**config.mk**
```make
export PLATFORM = sky130hd
export DESIGN_NAME = board_reader
export DESIGN_NICKNAME = d
export VERILOG_FILES = /design/src/rtl/board_reader.sv
export SDC_FILE = /design/constraint.sdc
export NUM_CORES = 1
export LEC_CHECK = 0
export CORE_ASPECT_RATIO = 1.75
export CORE_MARGIN = 3
export CORE_UTILIZATION = 49
export CTS_BUF_LIST = sky130_fd_sc_hd__clkbuf_8
export CTS_CLUSTER_SIZE = 25
export DETAILED_ROUTE_END_ITERATION = 10
export PLACE_DENSITY = 0.82
export SLEW_MARGIN = 20
export SYNTH_ARGS = -nofsm -noshare
export SYNTH_HDL_FRONTEND = slang
export SYNTH_SLANG_ARGS = --single-unit
```
**constraint.sdc**
```tcl
create_clock -name clk -period 15 [get_ports clk]
set_input_delay 3.75 -clock clk [delete_from_list [all_inputs] [get_ports clk]]
set_output_delay 3.75 -clock clk [all_outputs]
set_load 0.02 [all_outputs]
```
**src/rtl/board_reader.sv**
```systemverilog
// Scans a 9x9 board snapshot cell by cell and emits each cell over a valid/ready stream.
// Optionally skips zero-valued cells; counts nonzero cells that were transferred.
module board_reader #(
   parameter bit SKIP_EMPTY = 1'b0
) (
   input  logic         clk,
   input  logic         reset,
   input  logic         start,
   input  logic [323:0] board,
   input  logic [80:0]  board_blank,
   output logic         out_valid,
   input  logic         out_ready,
   output logic [3:0]   out_row,
   output logic [3:0]   out_col,
   output logic [3:0]   out_data,
   output logic         out_blank,
   output logic         busy,
   output logic         done,
   output logic [6:0]   filled_count
);

   typedef enum logic [1:0] {StIdle, StScan, StDone} state_e;

   state_e         state_q, state_d;
   // Snapshot is kept pre-shifted so its low nibble/bit is always the next cell to present.
   logic [323:0]   snap_board_q, snap_board_d;
   logic [80:0]    snap_blank_q, snap_blank_d;
   logic           out_valid_q, out_valid_d;
   logic [3:0]     out_row_q, out_row_d;
   logic [3:0]     out_col_q, out_col_d;
   logic [3:0]     out_data_q, out_data_d;
   logic           out_blank_q, out_blank_d;
   logic           busy_q, busy_d;
   logic           done_q, done_d;
   logic [6:0]     filled_q, filled_d;

   logic           advance;
   logic           last_cell;
   logic [3:0]     row_nxt, col_nxt;

   always_comb begin
      state_d      = state_q;
      snap_board_d = snap_board_q;
      snap_blank_d = snap_blank_q;
      out_valid_d  = out_valid_q;
      out_row_d    = out_row_q;
      out_col_d    = out_col_q;
      out_data_d   = out_data_q;
      out_blank_d  = out_blank_q;
      busy_d       = busy_q;
      done_d       = 1'b0;
      filled_d     = filled_q;
      advance      = 1'b0;

      last_cell = (out_row_q == 4'd8) && (out_col_q == 4'd8);
      if (out_col_q == 4'd8) begin
         col_nxt = 4'd0;
         row_nxt = out_row_q + 4'd1;
      end else begin
         col_nxt = out_col_q + 4'd1;
         row_nxt = out_row_q;
      end

      case (state_q)
         StIdle: begin
            if (start) begin
               state_d      = StScan;
               snap_board_d = {4'd0, board[323:4]};
               snap_blank_d = {1'b0, board_blank[80:1]};
               out_row_d    = 4'd0;
               out_col_d    = 4'd0;
               out_data_d   = board[3:0];
               out_blank_d  = board_blank[0];
               out_valid_d  = !SKIP_EMPTY || (board[3:0] != 4'd0);
               filled_d     = 7'd0;
               busy_d       = 1'b1;
            end
         end
         StScan: begin
            if (out_valid_q) begin
               if (out_ready) begin
                  advance = 1'b1;
                  if (out_data_q != 4'd0) begin
                     filled_d = filled_q + 7'd1;
                  end
               end
            end else begin
               // Not presented means the cell was empty and is being skipped.
               advance = 1'b1;
            end

            if (advance) begin
               if (last_cell) begin
                  state_d     = StDone;
                  out_valid_d = 1'b0;
                  done_d      = 1'b1;
               end else begin
                  out_row_d    = row_nxt;
                  out_col_d    = col_nxt;
                  out_data_d   = snap_board_q[3:0];
                  out_blank_d  = snap_blank_q[0];
                  out_valid_d  = !SKIP_EMPTY || (snap_board_q[3:0] != 4'd0);
                  snap_board_d = {4'd0, snap_board_q[323:4]};
                  snap_blank_d = {1'b0, snap_blank_q[80:1]};
               end
            end
         end
         StDone: begin
            state_d = StIdle;
            busy_d  = 1'b0;
         end
         default: begin
            state_d = StIdle;
         end
      endcase
   end

   always_ff @(posedge clk or posedge reset) begin
      if (reset) begin
         state_q      <= StIdle;
         snap_board_q <= '0;
         snap_blank_q <= '0;
         out_valid_q  <= 1'b0;
         out_row_q    <= 4'd0;
         out_col_q    <= 4'd0;
         out_data_q   <= 4'd0;
         out_blank_q  <= 1'b0;
         busy_q       <= 1'b0;
         done_q       <= 1'b0;
         filled_q     <= 7'd0;
      end else begin
         state_q      <= state_d;
         snap_board_q <= snap_board_d;
         snap_blank_q <= snap_blank_d;
         out_valid_q  <= out_valid_d;
         out_row_q    <= out_row_d;
         out_col_q    <= out_col_d;
         out_data_q   <= out_data_d;
         out_blank_q  <= out_blank_d;
         busy_q       <= busy_d;
         done_q       <= done_d;
         filled_q     <= filled_d;
      end
   end

   assign out_valid    = out_valid_q;
   assign out_row      = out_row_q;
   assign out_col      = out_col_q;
   assign out_data     = out_data_q;
   assign out_blank    = out_blank_q;
   assign busy         = busy_q;
   assign done         = done_q;
   assign filled_count = filled_q;

endmodule

```
==> reports/qor.yml <==
crit_end: "snap_board_q[2]"
crit_family: "buffers and inverters"
holdCritPathClass: "reg -> reg"
viasPerCell: 5.19
syn2layout_area_growth_pct: 26.8
finalWeightedCongestion: 0.853
slowest_delay_ns: 0.93
crit_buf_inv: 3
dieArea_um2: 46600
clock_sinks: 425
clkLatencyLatePin_ns: 0.60
rsz0062_at_grt: "false"
dp_hpwl_um: 37800
track_usage_pct: 23.0
swShare_pct: 33.5
max-vdd-ir-drop_mv: 0.108
multi_input_area_um2: 10100
cts_tree: "built"
power_frac_seq_pct: 42.6
fin_tns_setup_ns: 0
grt_pass1_wl_um: 86800
die_height_um: 283
internal_power_mw: 3.11
clk_path_buf_depth: 3
r2r_setup_slack_ns: 11.25
critPathLaunchType: "primary input"
crit_required_ns: 15.47
path_cells: "clkdlybuf4s50_1, nand2b_1, o211ai_2, a21oi_4, buf_12, buf_4, mux2_2"
min_period_over_period_pct: 44.7
cts_setup_buffers: 0
drive_gt1_share_pct: 18.3
avgSynthCellArea_um2: 9.45
rows: 101
wl_per_cell_um: 16.9
max-slew-margin-rel_pct: 21.8
grt_overflow: 0
startpoint: "out_ready"
first_global_vias: 17900
timing.rr.start: "state_q[0]"
antenna_found_initial: 21
grt_max_degree: 190
hold_buffers: 0
comb_power_share_pct: 36.5
setup_viol: 0
wirelength_um: 55500
status: "finished, final reports clean"
yosysWarningCount: 0
cts_resized: 0
p_leak_nw: 13.7
r2r-end: "snap_board_q[309]"
synth_seq_cells: 425
core-area_um2: 43500
cts-buffers-inserted: 67
register_area_um2: 10600
power.share.clock_pct: 20.9
utilization_pct: 62.9
yosysSeqAreaShare_pct: 49.3
crit_arrival_ns: 7.17
ff2ff_path_depth: 6
dr_total_vias: 17100
nFillCells: 3514
netlist_instances: 2280
portBuffers: 431
max_slew.worst_pin.slew_ns: 1.17
drv_slew: 0
critPathSlowestCell: "buf_4"
synth.cell_area_um2: 21600
p_switching_mw: 1.57
worstSetupPathType: "in -> reg"
cp_max_fo: 149
power.density_nw_per_um2: 171
min_period_ns: 6.70
cts_max_level: 3
maxCapViolCount: 0
stdcell_count: 3283
initial_core_util_pct: 49.6
syn-num-nets: 2694
drc: 0
detail_route.first_pass.iterations: 5
first_iter_violations: 1219
crit_path_end_kind: "flip-flop"
dp_cells: 3149
timing.fmax_mhz: 149
layout.nets: 3067
die_w_um: 165
antenna_left: 0
cp.depth: 7
clk_pin_slew_ns: 0.06
clock_skew_ns: 0.0304
ios: 432
clock-root-buffer: "clkbuf_8"
ys_types: 42
hold_viol: 0
## worst reg2reg max path, cell delays in order, from the launching register on
cell and delay (ns):
dfrtp_1 0.63, nor2b_4 0.90, buf_4 0.89, buf_4 0.84, nand2_1 0.20, nand2_1 0.09, mux2_2 0.14
## stage by stage
| step | hold slack (ns) | total power [mW] | area [um^2] | setup slack (ns) |
|---|---|---|---|---|
| detailed placement | 0.475 | 3.71 | 26000 | 7.79 |
| global route | 0.496 | 5.00 | 27300 | 8.17 |
| CTS | 0.489 | 4.71 | 27300 | 8.45 |
| global placement | 0.467 | 3.60 | 26000 | 7.86 |
| floorplan | 0.458 | 3.25 | 21600 | 5.51 |
| finish | 0.487 | 4.68 | 27300 | 8.30 |
## state kept, by name (all words and copies together), names as in the netlist
name / count
done: 1
out_row: 4
busy: 1
filled_count: 7
out_data: 4
snap_blank_q: 80
out_valid: 1
out_col: 4
state_q: 2
out_blank: 1
snap_board_q: 320
## power by group through the flow
stage	combinational, mW	sequential (mW)	clock (mW)
floorplan	1.33	1.93	0
global placement	1.63	1.97	0
CTS	1.72	1.99	1.00
detailed placement	1.71	2.00	0
global route	1.90	2.05	1.05
finish	1.71	1.99	0.979
## metal layers
layer	vias up	GRT usage (%)	part of all wire [%]
li1	8043	-	-
met1	8295	26.4	38
met2	560	39.0	51
met3	156	4.57	5.7
met4	0	14.1	5.8
met5	-	0	0
## area by class of cell
cell class | count | share of cell area (%)
sequential | 425 | 38.9
multi-input combinational | 1698 | 36.9
clock inverter | 36 | 0.915
inverter | 15 | 0.220
antenna | 21 | 0.192
timing repair buffer | 446 | 16.5
tap | 566 | 2.59
clock buffer | 76 | 3.83
## cells by family (layout without fill, tap and decap cells)
| group | after synthesis | after routing | share of synthesized area, % |
|---|---|---|---|
| fa+ha+maj | 5 | 5 | 0.290 |
| simple gates | 1248 | 1248 | 22.3 |
| mux | 412 | 412 | 23.0 |
| other cells | 0 | 21 | 0 |
| flops | 425 | 425 | 49.3 |
| compound gates | 33 | 33 | 1.04 |
| buf+inv | 157 | 573 | 3.98 |
## cells in the mapped netlist (all sizes together)
cell type	count	share of area, %
nand2	1202	21
dfrtp	425	49
mux2	400	22
buf	102	3.0
clkbuf	40	0.70
inv	15	0.26
mux2i	12	0.56
nand3	9	0.21
o21ai	9	0.21
nor2	7	0.12
a21oi	6	0.16
and3	5	0.15
ha	5	0.29
nand4	5	0.15
o2bb2ai	5	0.20
a31oi	4	0.12
nor2b	4	0.12
and2	3	0.087
nand2b	3	0.087
and3b	2	0.081
nand3b	2	0.19
o211ai	2	0.093
o31ai	2	0.070
a2111o	1	0.052
a211o	1	0.041
a21o	1	0.035
a22oi	1	0.035
and4	1	0.041
nor4b	1	0.041
o21bai	1	0.035
or2	1	0.029
or3	1	0.029
or3b	1	0.041
or4	1	0.035
## layout by cell type, fill, tap and decap left out, types with 5 or more instances in the layout
master	count
mux2_2	288
diode_2	21
nand3_1	9
mux2_1	22
and3_1	5
mux2_4	90
nand4_1	5
o21ai_0	9
mux2i_1	12
clkbuf_8	76
o2bb2ai_1	5
clkdlybuf4s50_1	431
ha_1	5
a21oi_1	5
nor2_1	7
clkinv_2	8
inv_1	33
buf_4	10
nand2_1	1202
dfrtp_1	425
## how the worst min path moves through the flow
stage | start | endpoint | slack, ns | cells past startpoint
finish | snap_board_q[150] | snap_board_q[150] | 0.49 | 1
global route | snap_board_q[84] | snap_board_q[84] | 0.50 | 1
CTS | snap_board_q[145] | snap_board_q[145] | 0.49 | 1
detailed placement | snap_board_q[147] | snap_board_q[147] | 0.47 | 1
global placement | snap_board_q[88] | snap_board_q[88] | 0.47 | 1
floorplan | snap_board_q[143] | snap_board_q[143] | 0.46 | 1
(Power assumes the default switching activity.)
